<file path="config.mk">
export PLATFORM = sky130hd
export DESIGN_NAME = cosim_ep_arbiter
export DESIGN_NICKNAME = d
export VERILOG_FILES = /design/src/rtl/cosim_ep_arb_pkg.sv /design/src/rtl/cosim_rr_arbiter.sv /design/src/rtl/cosim_ep_arbiter.sv
export SDC_FILE = /design/constraint.sdc
export NUM_CORES = 1
export LEC_CHECK = 0
export ABC_CLOCK_PERIOD_IN_PS = 2700
export BUFFER_PORTS_ARGS = -buffer_cell sky130_fd_sc_hd__buf_2
export CORE_AREA = 2 2 105 107
export DETAILED_ROUTE_END_ITERATION = 12
export DIE_AREA = 0 0 107 109
export PLACE_DENSITY = 0.75
export SETUP_SLACK_MARGIN = 0.5
export SLEW_MARGIN = 10
export SYNTH_ARGS = -nofsm -noshare
export SYNTH_HDL_FRONTEND = slang
export SYNTH_SLANG_ARGS = --single-unit
</file>
<file path="constraint.sdc">
create_clock -name clk -period 2.7 [get_ports clk]
set_input_delay 0 -clock clk [delete_from_list [all_inputs] [get_ports clk]]
set_output_delay 0 -clock clk [all_outputs]
set_load 0.02 [all_outputs]
</file>
<file path="src/rtl/cosim_ep_arb_pkg.sv">
// Shared types and helpers for the cosim endpoint arbiter.
// Latency: n/a (declarations only).
// Backpressure: n/a.
package cosim_ep_arb_pkg;

    // Width of each per-channel send-grant counter in the stats build.
    localparam int STATS_CNT_W = 16;

    // Default configuration, reused as the top-level parameter defaults.
    localparam int DEF_NUM_CHANNELS = 4;
    localparam int DEF_DATA_WIDTH   = 32;
    localparam int DEF_ID_WIDTH     = $clog2(DEF_NUM_CHANNELS);

    // Number of ID bits needed to name every channel; never less than one bit.
    function automatic int id_width(input int num_channels);
        return (num_channels < 2) ? 1 : $clog2(num_channels);
    endfunction

    // Endpoint message layout at the default configuration: ID in the MSBs.
    // The top declares the same {id, data} shape sized from its own parameters.
    typedef struct packed {
        logic [DEF_ID_WIDTH-1:0]   id;
        logic [DEF_DATA_WIDTH-1:0] data;
    } ep_msg_t;

endpackage

</file>
<file path="src/rtl/cosim_rr_arbiter.sv">
// Round-robin grant over N requesters; the search starts at the channel after the last grant.
// Latency: grant is combinational from req_i; the pointer moves on the edge after a taken grant.
// Backpressure: the pointer holds unless advance_i is high and some request is present.
module cosim_rr_arbiter
    import cosim_ep_arb_pkg::*;
#(
    parameter  int N  = 4,
    localparam int IW = id_width(N)
) (
    input  logic          clk,
    input  logic          rst,
    input  logic [N-1:0]  req_i,
    input  logic          advance_i,
    output logic [N-1:0]  grant_o,
    output logic [IW-1:0] grant_idx_o,
    output logic          grant_any_o
);

    logic [IW-1:0] ptr_q;
    logic [IW-1:0] ptr_d;

    // Scan channels from the pointer upwards, wrapping, and pick the first requester.
    always_comb begin
        grant_o     = '0;
        grant_idx_o = '0;
        grant_any_o = 1'b0;
        for (int off = 0; off < N; off++) begin
            int            c;
            logic [IW-1:0] cidx;
            c = int'(ptr_q) + off;
            if (c >= N) begin
                c = c - N;
            end
            cidx = IW'(c);
            if (!grant_any_o && req_i[cidx]) begin
                grant_any_o    = 1'b1;
                grant_idx_o    = cidx;
                grant_o[cidx]  = 1'b1;
            end
        end
    end

    // Next priority is the channel after the one just granted, wrapping at N-1.
    always_comb begin
        ptr_d = ptr_q;
        if (advance_i && grant_any_o) begin
            ptr_d = (grant_idx_o == IW'(N - 1)) ? '0 : grant_idx_o + 1'b1;
        end
    end

    // Pointer register; channel 0 has first priority out of reset.
    always_ff @(posedge clk) begin
        if (rst) begin
            ptr_q <= '0;
        end else begin
            ptr_q <= ptr_d;
        end
    end

endmodule

</file>
<file path="src/rtl/cosim_ep_arbiter.sv">
// Shares one cosim endpoint between NUM_CHANNELS requesters; routes responses back by ID.
// Latency: 1 cycle request->EpIn and EpOut->Rsp, full throughput on both paths.
// Backpressure: EpInReady stalls the send register, RspReady stalls EpOutReady; paths independent.
// Optional: define COSIM_EP_ARB_STATS_EN to add per-channel saturating GrantCount counters.
module cosim_ep_arbiter
    import cosim_ep_arb_pkg::*;
#(
    parameter  int NUM_CHANNELS = DEF_NUM_CHANNELS,
    parameter  int DATA_WIDTH   = DEF_DATA_WIDTH,
    localparam int ID_WIDTH     = id_width(NUM_CHANNELS),
    localparam int MSG_WIDTH    = ID_WIDTH + DATA_WIDTH
) (
    input  logic                               clk,
    input  logic                               rst,
    input  logic [NUM_CHANNELS-1:0]            ReqValid,
    output logic [NUM_CHANNELS-1:0]            ReqReady,
    input  logic [NUM_CHANNELS*DATA_WIDTH-1:0] ReqData,
    output logic                               EpInValid,
    input  logic                               EpInReady,
    output logic [MSG_WIDTH-1:0]               EpInData,
    input  logic                               EpOutValid,
    output logic                               EpOutReady,
    input  logic [MSG_WIDTH-1:0]               EpOutData,
    output logic [NUM_CHANNELS-1:0]            RspValid,
    input  logic [NUM_CHANNELS-1:0]            RspReady,
    output logic [DATA_WIDTH-1:0]              RspData,
    output logic                               BadId
`ifdef COSIM_EP_ARB_STATS_EN
    ,
    output logic [NUM_CHANNELS*STATS_CNT_W-1:0] GrantCount
`endif
);

    typedef struct packed {
        logic [ID_WIDTH-1:0]   id;
        logic [DATA_WIDTH-1:0] data;
    } msg_t;

    // ---------------- send path ----------------
    logic                    can_load;
    logic [NUM_CHANNELS-1:0] grant;
    logic [ID_WIDTH-1:0]     grant_idx;
    logic                    grant_any;
    logic                    advance;

    logic                    in_vld_q;
    logic                    in_vld_d;
    msg_t                    in_dat_q;
    msg_t                    in_dat_d;

    // The output register may take a new message when empty or being drained.
    assign can_load = !rst && (!in_vld_q || EpInReady);
    assign advance  = can_load && grant_any;
    assign ReqReady = can_load ? grant : '0;

    cosim_rr_arbiter #(
        .N (NUM_CHANNELS)
    ) u_rr (
        .clk         (clk),
        .rst         (rst),
        .req_i       (ReqValid),
        .advance_i   (can_load),
        .grant_o     (grant),
        .grant_idx_o (grant_idx),
        .grant_any_o (grant_any)
    );

    // Load the granted channel's payload tagged with its ID; otherwise drain on accept.
    always_comb begin
        in_vld_d = in_vld_q;
        in_dat_d = in_dat_q;
        if (advance) begin
            in_vld_d      = 1'b1;
            in_dat_d.id   = grant_idx;
            in_dat_d.data = ReqData[grant_idx*DATA_WIDTH +: DATA_WIDTH];
        end else if (EpInReady) begin
            in_vld_d = 1'b0;
        end
    end

    // Send register; reset discards any held message so nothing is replayed.
    always_ff @(posedge clk) begin
        if (rst) begin
            in_vld_q <= 1'b0;
            in_dat_q <= '0;
        end else begin
            in_vld_q <= in_vld_d;
            in_dat_q <= in_dat_d;
        end
    end

    assign EpInValid = in_vld_q;
    assign EpInData  = in_dat_q;

    // ---------------- receive path ----------------
    msg_t                    out_msg;
    logic                    id_ok;
    logic                    rsp_pop;
    logic                    out_xfer;

    logic [NUM_CHANNELS-1:0] rsp_vld_q;
    logic [NUM_CHANNELS-1:0] rsp_vld_d;
    logic [DATA_WIDTH-1:0]   rsp_dat_q;
    logic [DATA_WIDTH-1:0]   rsp_dat_d;
    logic                    bad_q;
    logic                    bad_d;

    assign out_msg    = EpOutData;
    assign id_ok      = int'(out_msg.id) < NUM_CHANNELS;
    assign rsp_pop    = |(rsp_vld_q & RspReady);
    // Accept while empty or while the held response leaves this cycle, so no bubble.
    assign EpOutReady = !rst && ((rsp_vld_q == '0) || rsp_pop);
    assign out_xfer   = EpOutValid && EpOutReady;

    // Route a legal ID to its one-hot valid; drop an illegal one and flag it.
    always_comb begin
        rsp_vld_d = rsp_vld_q;
        rsp_dat_d = rsp_dat_q;
        bad_d     = bad_q;
        if (out_xfer) begin
            if (id_ok) begin
                rsp_vld_d = NUM_CHANNELS'(1) << out_msg.id;
                rsp_dat_d = out_msg.data;
            end else begin
                rsp_vld_d = '0;
                bad_d     = 1'b1;
            end
        end else if (rsp_pop) begin
            rsp_vld_d = '0;
        end
    end

    // Response register and sticky bad-ID flag.
    always_ff @(posedge clk) begin
        if (rst) begin
            rsp_vld_q <= '0;
            rsp_dat_q <= '0;
            bad_q     <= 1'b0;
        end else begin
            rsp_vld_q <= rsp_vld_d;
            rsp_dat_q <= rsp_dat_d;
            bad_q     <= bad_d;
        end
    end

    assign RspValid = rsp_vld_q;
    assign RspData  = rsp_dat_q;
    assign BadId    = bad_q;

`ifdef COSIM_EP_ARB_STATS_EN
    // ---------------- grant statistics ----------------
    logic [STATS_CNT_W-1:0] cnt_q [NUM_CHANNELS];

    // Count taken grants per channel, holding at all-ones instead of wrapping.
    always_ff @(posedge clk) begin
        for (int i = 0; i < NUM_CHANNELS; i++) begin
            if (rst) begin
                cnt_q[i] <= '0;
            end else if (advance && grant[i] && (cnt_q[i] != '1)) begin
                cnt_q[i] <= cnt_q[i] + 1'b1;
            end
        end
    end

    // Flatten the counters onto the output bus, channel i at slice i.
    always_comb begin
        GrantCount = '0;
        for (int i = 0; i < NUM_CHANNELS; i++) begin
            GrantCount[i*STATS_CNT_W +: STATS_CNT_W] = cnt_q[i];
        end
    end
`endif

endmodule
</file>
After elaboration in Yosys (flattened, before gate mapping)

Index checks and enable logic that the tools add are counted.

Register bits: 73
Input bits: 174
Output and inout port bits: 77
Logic and storage cells: 93

Add/sub/neg operators: 8
Magnitude comparators: 12
Equal/unequal tests: 1
Shift operators: 2
Muxes and demuxes: 38
Bitwise gates (word level): 4
Reduce and logical (&&, ||, !) cells: 22

Operators with widths:

| kind                                                                                 | count |
|---|---|
| 128-bit by 8-bit indexed part select with 32-bit output                              | 1 |
| 4-bit two-way mux                                                                    | 7 |
| 2-bit two-way mux                                                                    | 9 |
| 1-bit two-way mux                                                                    | 14 |
| 2-bit by 3-bit less-than comparator with 1-bit output (second input constant)        | 4 |
| 4-bit bitwise OR                                                                     | 3 |
| 1-bit logical AND                                                                    | 11 |
| 3-bit greater-or-equal comparator (second input constant)                            | 3 |
| 1-bit binary-select mux with 2-bit select                                            | 4 |
| 1-bit demux with 2-bit select                                                        | 4 |
| 2-bit by 1-bit greater-or-equal comparator with 1-bit output (second input constant) | 4 |
| 2-bit by 1-bit subtractor with 2-bit output (second input constant)                  | 4 |
| 2-bit by 2-bit adder with 3-bit output (second input constant)                       | 2 |
| 1-bit logical NOT                                                                    | 5 |
| 4-bit bitwise AND                                                                    | 1 |
| 4-bit logical NOT                                                                    | 1 |
| 2-bit nonzero test                                                                   | 2 |
| 4-bit OR reduction                                                                   | 1 |
| 1-bit by 2-bit << shifter with 4-bit output (first input constant)                   | 1 |
| 2-bit by 1-bit adder with 3-bit output (second input constant)                       | 1 |
| 2-bit by 3-bit greater-or-equal comparator with 1-bit output (second input constant) | 1 |
| 2-bit by 1-bit adder with 2-bit output (second input constant)                       | 1 |
| 2-bit == test (second input constant)                                                | 1 |
| 1-bit logical OR                                                                     | 2 |

Logic depth before layout (Yosys ltp)

Depth after elaboration: 16
Mapped depth: 14
Depth with buffers taken out: 10

Cells and area by module

A second synthesis with hierarchy kept.

Cell total of the unflattened synthesis: 391
Area, all modules: 4,286.6 um^2

By module, submodules not included:

| module           | instances | cells an instance | area each (um^2) | sequential area each (um^2) |
|---|---|---|---|---|
| cosim_ep_arbiter | 1         | 334               | 3,738.6          | 1,421.4 |
| cosim_rr_arbiter | 1         | 57                | 548.0            | 40.0 |

Worst setup path after synthesis

Ideal clock, no wire load.

Path kind: flip-flop to flip-flop
Start point: reg u_rr.ptr_q[0]
End point: reg u_rr.ptr_q[1]
Library setup time: 127 ps
Arrival: 2,772 ps
Required time: 2,573 ps
Slack: -199 ps
Cell stages (with the launch flop): 14
Path through: dfxtp_1 -> buf_6 -> inv_1 -> ha_1 -> clkbuf_1 -> or3b_1 -> a2111o_1 -> nand3_1 -> o21ai_1 -> clkbuf_1 -> inv_1 -> ha_1 -> nand2_1 -> o31ai_1

Longest elaborated chain between the ends: 16
Elaborated cells on any way between the ends: 41

RTL lines:

| element                                                                         | line                   | RTL |
|---|---|---|
| start, declared                                                                 | cosim_rr_arbiter.sv:19 | `logic [IW-1:0] ptr_q;` |
| start signal, assigned                                                          | cosim_rr_arbiter.sv:56 | `ptr_q <= ptr_d;` |
| branches (longest 13 deep; another with 2-bit by 1-bit adder with 3-bit output) | n/a                    |  |
| 2-bit two-way mux (*)                                                           | cosim_rr_arbiter.sv:35 | `if (!grant_any_o && req_i[cidx]) begin` |
| named net grant_idx[1]                                                          | cosim_ep_arbiter.sv:42 | `logic [ID_WIDTH-1:0] grant_idx;` |
| 2-bit by 1-bit adder with 2-bit output / 2-bit == test (equally long branches)  | cosim_rr_arbiter.sv:47 | `ptr_d = (grant_idx_o == IW'(N - 1)) ? '0 : grant_idx_o + 1'b1;` |
| 2-bit two-way mux (*)                                                           | cosim_rr_arbiter.sv:47 |  |

Mark *: on every way through the listed nets, which the timed path passes. The select of a mux whose other input is x is not followed.
A chain may end at the register's enable or synchronous reset.

Final worst setup path

Start point: reg u_rr.ptr_q[0]
End point: reg in_dat_q, in the netlist EpInData[30]

Longest elaborated chain between the ends: 15
Elaborated cells on any way between the ends: 39

RTL lines:

| element                                                                         | line                   | RTL |
|---|---|---|
| branches (longest 15 deep; another with 2-bit by 1-bit adder with 3-bit output) | n/a                    |  |
| end signal, assigned                                                            | cosim_ep_arbiter.sv:88 | `in_dat_q <= in_dat_d;` |
| end, declared                                                                   | cosim_ep_arbiter.sv:48 | `msg_t in_dat_q;` |

Several ways; the timed one is not identified. The select of a mux whose other input is x is not followed.

==> flow_summary_export.csv <==
group,metric,value,unit
placed_design,hpwl,10300,µm
floorplanning,core_area,10600,µm²
sta,maxSlewViolCount,0,
setup_path,cp_common_cell,"buf_12",
sta,finalClockSkew,0.0119,ns
global_route,track_usage,28.8,%
sta,fin_setup_tns,0,ns
setup_path,slowest_delay,0.52,ns
route,drc,0,
power_and_ir_drop,p_per_area,794,nW/µm²
synth,syn-instance-count,496,
finish,layout_common_cells,"buf_2 (245), dlygate4sd3_1 (113), nand2_1 (99)",
clock_tree,tritoncts,"done",
synth,ys_ff_latch,73,
clock_tree,clockBufferDepth,2,
clock_tree,clk_latency,0.36,ns
clock_tree,numClockSinks,73,
synth,yosysSeqAreaShare,35.2,%
finish,drive_gt1_share,42.3,%
route,post_drt_wl_per_cell,18.1,µm
synth,ys_warn_count,0,
min_path,min_path_type,"input port to register",
floorplanning,fp.dieW,107,µm
placed_design,place.gp.congestion,0.835,
synth,yosysUniqueCellTypes,44,
route,top_layer_used,"met5",
setup_path,reg2regPathDepth,9,
min_path,min_path_cells,4,
setup_path,r2r_start,"u_rr.ptr_q[0]$_SDFFE_PP0P_",
global_route,grt_overflow,0,
finish,n_fill_cell,740,
flow_run,drv_cap,0,
finish,nNetsFinal,1046,
power_and_ir_drop,leakage,3.48,nW
sta,hold_viol,0,
synth,synth_edf_count,0,
global_route,grt_pass1_vias,5459,
route,vias,5532,
min_path,hold_end,"EpInData[25]$_SDFFE_PP0P_",
setup_path,ff2ff_setup_slack,0.35,ns
clock_tree,path_clk_slew,0.10,ns
synth,synth_top_area_cell,"dfxtp_1",
floorplanning,row_count,38,
synth,ys.flop_type,"dfxtp_1",
setup_path,crit_fanout,8,
clock_tree,cts_inserted_buffers,9,
route,wl,18300,µm
sta,period_minus_slack,2.35,ns
route,met2WireLength,8920,µm
clock_tree,cts_root_buf,"clkbuf_8",
route,routed-wl-met3,1980,µm
floorplanning,io_pins,251,
route,firstDrtPassIters,9,
floorplanning,start_util,39.1,%
sta,worstMarginPinSlew,0.774,ns
global_route,grt_antenna_before_repair,2,
route,drtIter0Drc,571,
floorplanning,dieArea,11700,µm²
sta,fmax,426,MHz
run_status,outcome,"complete, no violations",
setup_path,worstPathArrival,2.60,ns
sta,rsz0062_at_grt,"true",
route,drt-vias-per-instance,5.48,
power_and_ir_drop,irDropWorstVdd,0.437,mV
finish,syn2layout_area_growth,77.4,%
sta,finalCritPeriodShare,87.0,%
setup_path,path_class,"register to register",
finish,final_common_cell,"buf_2",
route,ant_nets,0,
global_route,grt_max_degree,69,
synth,syn_area,4150,µm²
clock_tree,htreeDepth,3,
setup_path,reg2reg_to,"EpInData[30]$_SDFFE_PP0P_",
global_route,grt_first_pass_wirelength,26300,µm
route,drt-met1-wl,6600,µm
setup_path,endpoint_kind,"register",
sta,setup_viol,0,
min_path,min-delay-start,"ReqData[89]",
setup_path,required,2.95,ns
sta,maxSlewHeadroom,48.2,%
synth,async_flop_share,0,%
setup_path,slowest_stage,"mux4_2",
sta,whs,0.0260,ns
synth,synth_area_leaders,"dfxtp_1 (35%), mux2i_1 (9.7%), nand2_1 (9.2%)",
synth,syn_area_per_cell,8.36,µm²
synth,syn-num-nets,678,
setup_path,critPathTopFamily,"multiplexers",
placed_design,io_buffers,249,
setup_path,cp_cell_sequence,"buf_6 > mux4_2 > nor2b_4 > o21a_4 > nor2_8 > buf_12 > buf_12 > mux2i_2 > o211ai_2",
setup_path,crit_buf_inv,3,
finish,postLayoutCoreUtil,69.4,%
synth,yosys.area.top_type_share,35.2,%
setup_path,cp-start-kind,"register",
floorplanning,die_h,109,µm
worst reg2reg max path: stages, from the launching register on:
cell and delay (ns):
dfxtp_4 0.42, buf_6 0.12, mux4_2 0.52, nor2b_4 0.16, o21a_4 0.23, nor2_8 0.14, buf_12 0.13, buf_12 0.13
mux2i_2 0.28, o211ai_2 0.10
what timing repair did:
action	CTS	global route
setup buffers	16	5
pin swaps	18	7
gates resized for setup	35	22
gates cloned	2	1
hold buffers	113	0
endpoints found under the setup margin	76	45
endpoints found under the hold margin	70	0
how the worst max path moves through the flow:
| stage | slack, ns | end | startpoint | cells past startpoint |
|---|---|---|---|---|
| 2_1_floorplan | 0.23 | EpInData[0]$_SDFFE_PP0P_ | u_rr.ptr_q[0]$_SDFFE_PP0P_ | 13 |
| 4_1_cts | 0.37 | EpInData[16]$_SDFFE_PP0P_ | u_rr.ptr_q[0]$_SDFFE_PP0P_ | 9 |
| 6_report | 0.35 | EpInData[30]$_SDFFE_PP0P_ | u_rr.ptr_q[0]$_SDFFE_PP0P_ | 9 |
| 3_3_place_gp | 0.23 | EpInData[25]$_SDFFE_PP0P_ | u_rr.ptr_q[0]$_SDFFE_PP0P_ | 9 |
| 3_5_place_dp | 0.20 | EpInData[24]$_SDFFE_PP0P_ | u_rr.ptr_q[0]$_SDFFE_PP0P_ | 9 |
| 5_1_grt | 0.27 | ReqReady[0] | u_rr.ptr_q[0]$_SDFFE_PP0P_ | 10 |
per-stage QoR:
step	total power, mW	std cells	setup slack, ns	cell area [µm²]
global route	6.13	1009	0.271	7350
detailed placement	4.19	856	0.202	5560
global placement	4.12	856	0.229	5560
CTS	5.58	1003	0.374	7210
floorplan	3.42	496	0.228	4240
finish	5.84	1010	0.351	7360
power by group:
group / internal, mW / switching, mW
Sequential: 1.37 / 0.166
Combinational: 1.62 / 1.84
Clock: 0.351 / 0.494
layer usage:
metal | track usage [%] | vias up
met5 | 0 | -
li1 | - | 2521
met4 | 15.0 | 2
met3 | 8.07 | 79
met2 | 52.2 | 411
met1 | 30.6 | 2519
flip-flops by register name, indices dropped and copies added (netlist names):
signal	count
RspData	32
EpInData	34
EpInValid	1
u_rr.ptr_q	2
RspValid	4
kinds of logic (layout without fill, tap and decap cells):
kind of cell | after synthesis | count (layout) | share of synthesized area, %
other | 1 | 2 | 0.0904
DFF | 73 | 73 | 35.2
muxes | 43 | 43 | 11.3
AOI/OAI and AO/OA | 151 | 151 | 26.6
buffers and inverters | 54 | 426 | 6.73
adders and majority gates | 8 | 8 | 2.41
and+or+nand+nor | 166 | 167 | 17.6
synthesized netlist by cell type (6+ instances only):
library cell / number
nand2_1: 102
dfxtp_1: 73
o21ai_0: 62
mux2i_1: 40
nand3_1: 35
clkbuf_1: 28
a211o_1: 26
o211ai_2: 20
nor2_1: 15
a21oi_1: 10
buf_2: 8
ha_1: 8
inv_1: 8
o211ai_1: 6
o221ai_1: 6
cell type report:
cell class,count,area (µm²),area share (%)
diodes,1,2.50,0.0340
clock buffers,9,124,1.68
clock inverters,7,62.6,0.850
inverters,8,40.0,0.544
multi-input cells,370,2590,35.2
flip-flops and latches,73,1470,19.9
well taps,140,175,2.38
repair buffers,402,2900,39.4
(Power assumes the default switching activity.)
